==> src/rtl/riscv_pkg.sv <==
// Shared core constants, fetch FSM state and fetch buffer entry type.
// FETCH_PREFETCH_EN selects a 2-entry fetch buffer instead of one register.
package riscv_pkg;

    localparam logic [31:0] RESET_PC_DEFAULT = 32'h0000_0000;
    localparam logic [31:0] NOP_INSTR        = 32'h0000_0013;

`ifdef FETCH_PREFETCH_EN
    localparam int FETCH_BUF_DEPTH = 2;
`else
    localparam int FETCH_BUF_DEPTH = 1;
`endif

    typedef enum logic [1:0] {
        IDLE,
        REQ,
        WAIT,
        DROP
    } fetch_state_e;

    typedef struct packed {
        logic [31:0] pc;
        logic [31:0] instr;
    } fetch_entry_t;

endpackage

==> src/rtl/fetch_buffer.sv <==
// Fetch buffer: single register (DEPTH=1) or 2-entry shifting FIFO (DEPTH=2).
// Head is always slot0; flush empties it without touching slot contents.
module fetch_buffer
    import riscv_pkg::*;
#(
    parameter int          DEPTH    = FETCH_BUF_DEPTH,
    parameter logic [31:0] RESET_PC = RESET_PC_DEFAULT
) (
    input  logic         clk,
    input  logic         rstn,
    input  logic         flush,
    input  logic         push,
    input  fetch_entry_t push_data,
    input  logic         pop,
    output fetch_entry_t head,
    output logic [1:0]   count,
    output logic         full,
    output logic         empty
);

    localparam fetch_entry_t RST_ENTRY = '{pc: RESET_PC, instr: NOP_INSTR};

    fetch_entry_t slot0;
    fetch_entry_t slot1;
    logic         do_push;
    logic         do_pop;

    assign empty   = (count == 2'd0);
    assign full    = (count == 2'(DEPTH));
    assign do_pop  = pop && !empty;
    assign do_push = push && (!full || do_pop);
    assign head    = slot0;

    always_ff @(posedge clk or negedge rstn) begin
        if (!rstn) begin
            count <= 2'd0;
            slot0 <= RST_ENTRY;
            slot1 <= RST_ENTRY;
        end else if (flush) begin
            count <= 2'd0;
        end else begin
            unique case ({do_push, do_pop})
                2'b10: begin
                    if (count == 2'd0) slot0 <= push_data;
                    else               slot1 <= push_data;
                    count <= count + 2'd1;
                end
                2'b01: begin
                    slot0 <= slot1;
                    count <= count - 2'd1;
                end
                2'b11: begin
                    if (count == 2'd1) begin
                        slot0 <= push_data;
                    end else begin
                        slot0 <= slot1;
                        slot1 <= push_data;
                    end
                end
                default: ;
            endcase
        end
    end

endmodule

==> src/rtl/fetch_unit.sv <==
// Instruction fetch: single-outstanding imem requests feeding a fetch buffer.
// FETCH_PREFETCH_EN enables a 2-entry buffer so fetch can run ahead of decode.
module fetch_unit
    import riscv_pkg::*;
#(
    parameter logic [31:0] RESET_PC = RESET_PC_DEFAULT
) (
    input  logic        clk,
    input  logic        rstn,
    input  logic        stall,
    input  logic        redirect_valid,
    input  logic [31:0] redirect_pc,
    output logic        imem_req,
    output logic [31:0] imem_addr,
    input  logic        imem_gnt,
    input  logic        imem_rvalid,
    input  logic [31:0] imem_rdata,
    output logic        instr_valid,
    output logic [31:0] instr,
    output logic [31:0] instr_pc
);

    localparam logic [2:0] DEPTH = 3'(FETCH_BUF_DEPTH);

    fetch_state_e state;
    logic [31:0]  pc;
    logic [31:0]  target;
    logic [1:0]   count;
    logic [2:0]   avail;
    logic         full;
    logic         empty;
    logic         push;
    logic         pop;
    logic         slot_free;
    logic         refill;
    fetch_entry_t head;

    assign target = {redirect_pc[31:2], 2'b00};
    assign pop    = instr_valid && !stall && !redirect_valid;
    assign push   = (state == WAIT) && imem_rvalid && !redirect_valid;

    // Occupancy once this cycle's consumption is taken into account.
    assign avail     = {1'b0, count} - {2'b00, pop};
    assign slot_free = !full || pop;
    assign refill    = (avail + 3'd1) < DEPTH;

    assign imem_addr   = pc;
    assign instr_valid = !empty;
    assign instr       = head.instr;
    assign instr_pc    = head.pc;

    fetch_buffer #(
        .DEPTH    (FETCH_BUF_DEPTH),
        .RESET_PC (RESET_PC)
    ) u_buf (
        .clk       (clk),
        .rstn      (rstn),
        .flush     (redirect_valid),
        .push      (push),
        .push_data ('{pc: pc - 32'd4, instr: imem_rdata}),
        .pop       (pop),
        .head      (head),
        .count     (count),
        .full      (full),
        .empty     (empty)
    );

    always_ff @(posedge clk or negedge rstn) begin
        if (!rstn) begin
            state    <= IDLE;
            pc       <= RESET_PC;
            imem_req <= 1'b0;
        end else begin
            unique case (state)
                IDLE: begin
                    if (redirect_valid) begin
                        pc       <= target;
                        state    <= REQ;
                        imem_req <= 1'b1;
                    end else if (slot_free) begin
                        state    <= REQ;
                        imem_req <= 1'b1;
                    end
                end
                REQ: begin
                    if (redirect_valid) begin
                        pc <= target;
                        if (imem_gnt) begin
                            state    <= DROP;
                            imem_req <= 1'b0;
                        end
                    end else if (imem_gnt) begin
                        pc       <= pc + 32'd4;
                        state    <= WAIT;
                        imem_req <= 1'b0;
                    end
                end
                WAIT: begin
                    if (redirect_valid) begin
                        pc       <= target;
                        state    <= imem_rvalid ? REQ : DROP;
                        imem_req <= imem_rvalid;
                    end else if (imem_rvalid) begin
                        state    <= refill ? REQ : IDLE;
                        imem_req <= refill;
                    end
                end
                DROP: begin
                    if (redirect_valid) pc <= target;
                    if (imem_rvalid) begin
                        state    <= REQ;
                        imem_req <= 1'b1;
                    end
                end
                default: begin
                    state    <= IDLE;
                    imem_req <= 1'b0;
                end
            endcase
        end
    end

endmodule

==> config.mk <==
export PLATFORM = sky130hd
export DESIGN_NAME = fetch_unit
export DESIGN_NICKNAME = d
export VERILOG_FILES = /design/src/rtl/riscv_pkg.sv /design/src/rtl/fetch_buffer.sv /design/src/rtl/fetch_unit.sv
export SDC_FILE = /design/constraint.sdc
export NUM_CORES = 1
export LEC_CHECK = 0
export CORE_MARGIN = 10
export CORE_UTILIZATION = 29
export DETAILED_ROUTE_END_ITERATION = 16
export DONT_BUFFER_PORTS = 1
export SLEW_MARGIN = 20
export SYNTH_ARGS = -nofsm -noshare
export SYNTH_HDL_FRONTEND = slang
export SYNTH_HIERARCHICAL = 1
export SYNTH_SLANG_ARGS = --single-unit
==> constraint.sdc <==
create_clock -name clk -period 3 [get_ports clk]
set_input_delay 0.45 -clock clk [delete_from_list [all_inputs] [get_ports clk]]
set_output_delay 0.45 -clock clk [all_outputs]
set_load 0.02 [all_outputs]
==> run summary, run 1 <==
The run finished, with violations left. The checks that failed: hold timing. In the synthesized netlist, mux cells make up 19.6% of the area. The setup fix buffers added after clock tree synthesis was 0; the number of ports placed on the die boundary was 168. The endpoint identified for the worst register-to-register timing path is u_buf/head[6]$_DFFE_PN0P_. The tools report the post-synth design cell area as 8590 um2.

Dominant combinational cell family by area after synthesis: multiplexers. Fill cells in the final layout number 2930. The type of element launching the critical path was a flip-flop.

After clock tree synthesis, the clock-pin slew on the worst setup and hold paths is 0.06 ns. The logs give 0 for the number of max-slew violations in the final report and 2 for the deepest clock path buffer count. The register cell area after layout was 4090 um2; the clock network latency to the later pin of the worst-skew pair was 0.43 ns. The worst hold path belongs to the class primary input to async pin. The die is 192 um wide.

For the warning count from the yosys run, the log shows 6. TritonCTS built the clock tree. Entering global routing, the biggest net connects 164 pins.

The multi-input combinational cells in the finished layout cover a total of 4020 um2. For this run, the post-layout net count is 836. The startpoint identified for the worst register-to-register timing path is state[0]$_DFFE_PN0P_. The run gives 21.8 mm as the routed wire length.

The smallest clock period supported by the final layout is computed as 2.51 ns. Arrival time of data at the critical path endpoint: 2.80 ns. Sequential cells burn 52.1% of the power.

Summing the areas of all compound-gate instances in the mapped netlist gives 6.59% of the synthesized area. Max-cap violations in this run came to 0. STA puts the critical path data required time at 3.30 ns.

Counting cells, the worst reg-to-reg path comes to 7. For this run, asynchronously set or reset flops after synthesis account for 100%. For the worst-case vdd ir drop, the log shows 0.378 mV.

The clock arrives with 0.00676 ns of skew. For the TritonCTS buffer count, the log shows 17. In the routed layout, each cell is associated on average with a via count of 4.72.

In this run, synthesis inferred 0 flip-flops with an integrated enable. Starting utilization of the core area: 29.7%. The internal power of the cells totals 4810 uW. Number of hold violations in the final report: 163. Element type at the critical path end: a flip-flop. Of all cell types, the one taking the most synthesized area is dfrtp_1.

The final-layout worst hold slack was -0.288 ns. The logs give 28900 um2 for the area of the core region and 0 ns for the sum of negative setup slack. The xor/xnor cell area share of the yosys netlist was 5.00%; the area overhead of the layout relative to synthesis was 10.4%. The tools report the global-route wire length before repair as 34.6 mm. The number of cells produced by synthesis was 762. The number of placement rows was 62; the clock group share of total power was 30.7%. The switching power total is 2750 uW. The global-route usage over all layers was 12.0%; the ratio of total power to cell area was 796 nW/um2. The die area came out at 36900 um2.

The number of gates given a new drive strength after cts is 0. The worst setup path is of the flip-flop to flip-flop kind. After Yosys synthesis, and, or, nand and nor cells account for 13.8% of the synthesized area. The top cell type's share of synthesized area is 45.8%, and the DRC violation count after routing is 0. The H-tree was split into 4 levels. The leakage power figure was 0.00451 uW. Across all layers, the routed design uses 5434 vias. In this run the register-to-register setup slack is 0.49 ns. Dividing the detail-routed wire length by the instance count gives 18.9 um. Routability-driven placement finished with a final weighted congestion of 0.775. The estimated wirelength of the detail-placed design came out at 15.6 mm. The pre-antenna-repair detailed-routing pass consisted of 6 iterations.

Sequential cells were found to cover 47.6% of the synthesized design area. The fmax was 399 MHz; the relative max-transition margin was 63.1%. Portion of the clock cycle consumed by the worst path in the final layout: 83.5%. Net switching is 36.4% of the power. The tools report the number of distinct library cells after synthesis as 49. Number of antenna violations at the first check in global routing: 2. For this run the aggregate overflow at the end of global routing stands at 0. The portion of total power attributed to combinational logic came out at 17.2%. The number of input and output port buffers inserted works out to 0.

The die is 192 um tall. The fraction of layout cells with a size suffix above 1 is 18.0%, and the number of sinks driven by the clock tree is 163. The transition time at the pin with the least slew margin was 0.548 ns; the number of failing setup endpoints in the final timing report was 0.

The tree is rooted in a clkbuf_16. The via count of the first global-routing pass was 5637. In the post-synthesis netlist, the biggest area contributors are dfrtp_1, mux2_4, mux2i_1. Once layout is complete, the utilization of the core stands at 32.8%. In this run the remaining antenna-violating nets after routing total 0. The predominant post-synthesis flop cell is dfrtp_1.

The post-synthesis share of cell area spent on full adders, half adders and majority gates came out at 1.46%. Averaged over all synthesized cells, the footprint is 11.3 um2. The largest driver fanout on the critical path works out to 31. The synthesized flop and latch total is 163, and the starting DRC count in detailed routing is 351.

Setup repair after global routing left no endpoint under its margin.
[synth_stat cells, drive strengths merged, types with 4 or more instances]
master	number
dfrtp	157
nor2	90
mux2i	70
a21oi	69
mux2	67
nand2	55
buf	40
xnor2	28
o21ai	26
xor2	21
nor3	15
clkbuf	14
inv	13
nor4	13
ha	10
nand3	10
and3	8
and4	8
dfstp	6
nand4	6
o31ai	6
nand2b	5
nand3b	4
or3	4
[area by class of cell]
type | count | area share, %
antenna | 1 | 0.0264
clock buffer | 22 | 4.79
clock inverter | 8 | 1.61
inverter | 13 | 0.515
multi-input combinational | 537 | 42.3
sequential | 163 | 43.1
tap | 384 | 5.07
timing repair buffer | 24 | 2.56
[worst max path at each step]
stage	from	slack, ns	to	cells after the start
2_1_floorplan	imem_addr[11]$_DFFE_PN0P_	0.73	u_buf/slot1[53]$_DFFE_PN0P_	7
3_3_place_gp	u_buf/count[0]$_DFFE_PN0P_	0.53	u_buf/head[48]$_DFFE_PN0P_	9
3_5_place_dp	state[0]$_DFFE_PN0P_	0.49	u_buf/head[6]$_DFFE_PN0P_	7
4_1_cts	state[0]$_DFFE_PN0P_	0.46	u_buf/head[6]$_DFFE_PN0P_	7
5_1_grt	state[0]$_DFFE_PN0P_	0.31	u_buf/head[18]$_DFFE_PN0P_	7
6_report	state[0]$_DFFE_PN0P_	0.49	u_buf/head[6]$_DFFE_PN0P_	7
[per-stage QoR]
step	std cells	instance area, um2	setup WS (ns)	total power, uW	hold WS [ns]
after floorplan	767	8610	0.730	4780	0.154
after global placement	1121	8870	0.534	5290	0.160
after detailed placement	1121	8870	0.486	5340	0.160
after CTS	1151	9480	0.457	7720	-0.322
after global routing	1151	9480	0.307	8040	-0.320
final	1152	9480	0.495	7550	-0.288
[power by group through the flow]
stage	sequential (uW)	combinational [uW]	clock (uW)
after CTS	3990	1310	2410
after floorplan	3750	1030	0
after global routing	4050	1500	2490
final	3940	1300	2310
after detailed placement	4040	1300	0
after global placement	4020	1270	0
[state kept, by name (all words and copies together), names as in the netlist]
register     cells
u_buf/count      2
state            2
u_buf/slot1     64
imem_addr       30
u_buf/head      64
imem_req         1
[layout by cell type, fill, tap and decap left out, drive strengths merged, types with 13 or more instances in the layout]
cell	n
buf	24
nand2	55
nor2	90
a21oi	69
o21ai	26
dfrtp	157
nor4	13
mux2i	70
mux2	67
clkbuf	22
xor2	21
xnor2	28
inv	14
nor3	15
[cells by family (layout without fill, tap and decap cells)]
kind of cell / after synthesis / in the layout
buffers and inverters: 67 / 67
DFF: 163 / 163
and+or+nand+nor: 229 / 229
xor gates and xnor gates: 49 / 49
muxes: 137 / 137
other: 1 / 7
adders and majority gates: 10 / 10
AOI/OAI and AO/OA: 106 / 106
[critical path: stages, from the launching register on]
cell and delay [ns]:
dfrtp_1 0.41, inv_1 0.12, ha_1 0.29, and3_1 0.35, a21o_4 0.51, buf_12 0.32
mux2i_1 0.24, a21oi_1 0.09
[metal layers]
metal	share of wire (%)	wire, um	track usage [%]	vias to the layer above
met5	0.032	7	0	-
met4	1.8	397	4.44	2
met3	8.6	1870	4.75	24
met2	44	9550	17.7	128
met1	46	9950	15.5	2661
li1	-	-	-	2619
Power figures use the tool's default switching activity.
==> inputs of run 2 (changes only) <==
clock period = 2.5 ns   (was 3 ns; I/O delays follow)
==> run 2 against run 1 <==
  * The flow still finishes with violations (hold timing)
  * Sequential share of layout area down 0.67 points
  * First-iteration DRC count down 13%
  * Power up 17%
  * Maximum frequency up 8.1%
  * Worst setup slack worse by 0.31 ns
  * Combinational power up 28%
  * Register-to-register slack worse by 0.31 ns
  * Sequential power up 18%
  * Clock-buffer cell count down 1
  * Final cell count up 2.1%
  * Clock power up 9.1%
  * Utilization up 0.52 points
  * Critical endpoint is now u_buf/head[53]$_DFFE_PN0P_
  * Largest cell class unchanged
==> run summary, run 2 (synthesis results as in run 1) <==
The fraction of layout cells with a size suffix above 1 was 20.9% (+2.9 points). The tools report the number of ports placed on the die boundary as 168 (unchanged). The class of the tightest hold or removal check is primary input to async pin.

The tools report the register cell area after layout as 4090 um2 (unchanged). The vias per cell works out to 4.70 (-0.40%). Largest driver fanout on the critical path: 6 (-81%). The number of hold violations in the final report was 163 (unchanged); the data required time at the worst endpoint was 2.85 ns (-0.45 ns).

The chip width was 192 um (unchanged). The top cell types in the final layout, fill and taps aside, are dfrtp_1, nor2_1, mux2i_1. The checks that failed: hold timing. The area of the core region is 28900 um2 (unchanged). The run gives 17 (unchanged) as the TritonCTS buffer count.

The slowest stage of the critical path is the or4_4 cell. The run gives 0.43 ns (about the same) as the clock network latency to the later pin of the worst-skew pair. Traced cell by cell, the critical path runs through or4_4 > nor3_4 > nand2_1 > nor4_2 > xor2_1 > mux2i_1 > a21oi_1.

Commonest non-fill, non-tap cell in the layout: dfrtp_1. Family with the most delay on the worst path: simple AND/OR/NAND/NOR gates. The maximum number of pins on one net before global-route repair is 164 (unchanged). The run gives 2.67 ns (-0.13 ns) as the arrival time of data at the critical path endpoint. The global-route usage over all layers came out at 11.8% (-0.19 points). The tools report the DRC violation count after routing as 0 (unchanged).

Setup repair after global routing left no endpoint under its margin. The number of violations of the max-capacitance limit came out at 0 (unchanged). The number of max-slew violations in the final report was 0 (unchanged); the die area was 36900 um2 (unchanged).

For the switching power total, the log shows 3360 uW (+22%). The flow ran to the end, but the final reports show violations. The tools report the placed instance area as 9060 um2 (+2.1%). The number of cells on the critical path came out at 7 (unchanged). The clock tree root driver cell was clkbuf_16.

The clock input transition at the sequential cells of the worst setup and hold paths came out at 0.07 ns (about the same). The tools report the sum of negative setup slack as 0 ns (unchanged). The net count of the finished layout is 858 (+2.6%).

The logs give 5547 (-1.6%) for the via count of the first global-routing pass and 0 (unchanged) for the number of failing setup endpoints in the final timing report. The largest stage delay on the critical path works out to 0.54 ns (+0.03 ns). For the worst-case vdd ir drop, the log shows 0.441 mV (+17%). The run gives 21.6 mm (-0.64%) as the routed wire length. The worst setup path is launched from a flip-flop. The portion of the clock cycle consumed by the worst path in the final layout is 92.7% (+9.2 points). The ratio of total power to cell area is 918 nW/um2 (+15%).

The wire length per cell came out at 18.4 um (-2.7%). The tools report the total congestion overflow as 0 (unchanged). The run gives 28.5% (-2.2 points) as the clock group share of total power. The number of sinks driven by the clock tree is 163 (unchanged).

The logs give 432 MHz (+8.1%) for the fmax and 33.8 mm (-2.1%) for the global-route wire length before repair. Starting utilization of the core area: 29.7% (unchanged). The minimum clock period is 2.32 ns (-0.188 ns). The summed area of non-filler cells in the final layout is 9630 um2 (+1.6%), and the depth of the CTS H-tree is 4 (unchanged). The element type at the critical path end is a flip-flop.

The number of placement rows came out at 62 (unchanged). TritonCTS built the clock tree. The transition time at the pin with the least slew margin works out to 0.503 ns (-0.0456 ns).

The final worst clock skew was 0.0118 ns (+0.00499 ns); the height of the die was 192 um (unchanged). The number of buffers and inverters on the critical path came out at 0 (-2). The tools report the filler cell count in the final layout as 2944 (+0.48%). The run gives 52.7% (+0.6 points) as the relative contribution of sequential cells to total power. The worst setup path is of the flip-flop to flip-flop kind. The deepest clock path buffer count is 2 (unchanged), and the area overhead of the layout relative to synthesis is 12.2%.

The portion of total power attributed to combinational logic was 18.8% (+1.6 points); the number of vias in the routed layout was 5525 (+1.7%). The leakage power figure was 0.00461 uW (+2.1%). The estimated wirelength of the detail-placed design is 15.7 mm (+0.90%), and the post-detailed-route count of antenna-violating nets is 0 (unchanged). The logs give 1 for the hold buffer count at CTS and 304 (-13%) for the starting DRC count in detailed routing. Switching portion of total power: 38.0% (+1.6 points).

The internal power was 5490 uW (+14%). The tools report the relative max-transition margin as 66.2% (+3.1 points). The final-layout worst hold slack is -0.353 ns (-0.0644 ns), and the area of the multi-input gates is 4020 um2 (about the same). The count of TritonRoute iterations in the first routing pass came out at 4 (-2). The tools report the number of antenna violations at the first check in global routing as 2 (unchanged). The number of input and output port buffers inserted is 0 (unchanged), and the path depth of the worst reg2reg path is 7 (unchanged). The final weighted congestion in routability-driven placement is 0.771 (-0.40%).
run 2: area by class of cell:
cell class              instances  share of cell area (%)
diodes                          1                  0.0260
clock buffers                  21                    4.88
clock inverters                11                   0.961
inverters                      13                   0.507
multi-input cells             537                    41.7
flip-flops and latches        163                    42.4
well taps                     384                    4.99
repair buffers                 46                    4.52
run 2: per-stage QoR:
step           std cells  total power (uW)  util (%)  setup slack, ns
2_1_floorplan        767              5740         -            0.230
3_3_place_gp        1142              6380      31.3            0.189
3_5_place_dp        1142              6450      31.3            0.134
4_1_cts             1175              9070      33.3            0.121
5_1_grt             1175              9450      33.3           0.0174
6_report            1176              8850      33.3            0.183
run 2: worst reg2reg max path, delay by kind of cell, from the launching register on:
| kind | cells | cell delay, ns |
|---|---|---|
| XOR/XNOR | 1 | 0.29 |
| AND/OR/NAND/NOR | 4 | 1.21 |
| multiplexers | 1 | 0.14 |
| AO/OA/AOI/OAI | 1 | 0.15 |
| flip-flops | 1 | 0.45 |
run 2: repair_timing:
item,CTS,global route
hold endpoints to repair,164,163
setup endpoints to repair,0,33
buffers inserted,0,0
gates resized for setup,0,1
run 2: path summary, 6_finish.rpt:
kind | to | start | slack [ns]
worst max-delay path | u_buf/head[53]$_DFFE_PN0P_ | imem_addr[6]$_DFFE_PN0P_ | 0.18
min in group clk | imem_addr[31]$_DFFE_PN0P_ | redirect_pc[31] | 0.06
worst min register to register | u_buf/slot1[8]$_DFFE_PN0P_ | u_buf/slot1[8]$_DFFE_PN0P_ | 0.51
worst min-delay path | u_buf/head[2]$_DFFE_PN0P_ | rstn | -0.35
max in group asynchronous | u_buf/head[4]$_DFFE_PN1P_ | rstn | 2.64
worst max register to register | u_buf/head[53]$_DFFE_PN0P_ | imem_addr[6]$_DFFE_PN0P_ | 0.18
run 2: routing by layer:
layer / wire [um] / global-route usage, % / vias up / share of wire, %
met2: 9600 / 17.4 / 153 / 44
met5: 7 / 0 / - / 0.032
li1: - / - / 2685 / -
met4: 355 / 4.11 / 2 / 1.6
met1: 9840 / 15.4 / 2665 / 45
met3: 1830 / 4.52 / 20 / 8.5
run 2: power groups by stage:
| stage | registers (uW) | logic, uW | clock network (uW) |
|---|---|---|---|
| after floorplan | 4500 | 1240 | 0 |
| after global placement | 4750 | 1630 | 0 |
| after detailed placement | 4780 | 1670 | 0 |
| after CTS | 4720 | 1690 | 2660 |
| after global routing | 4790 | 1900 | 2770 |
| final | 4660 | 1660 | 2520 |
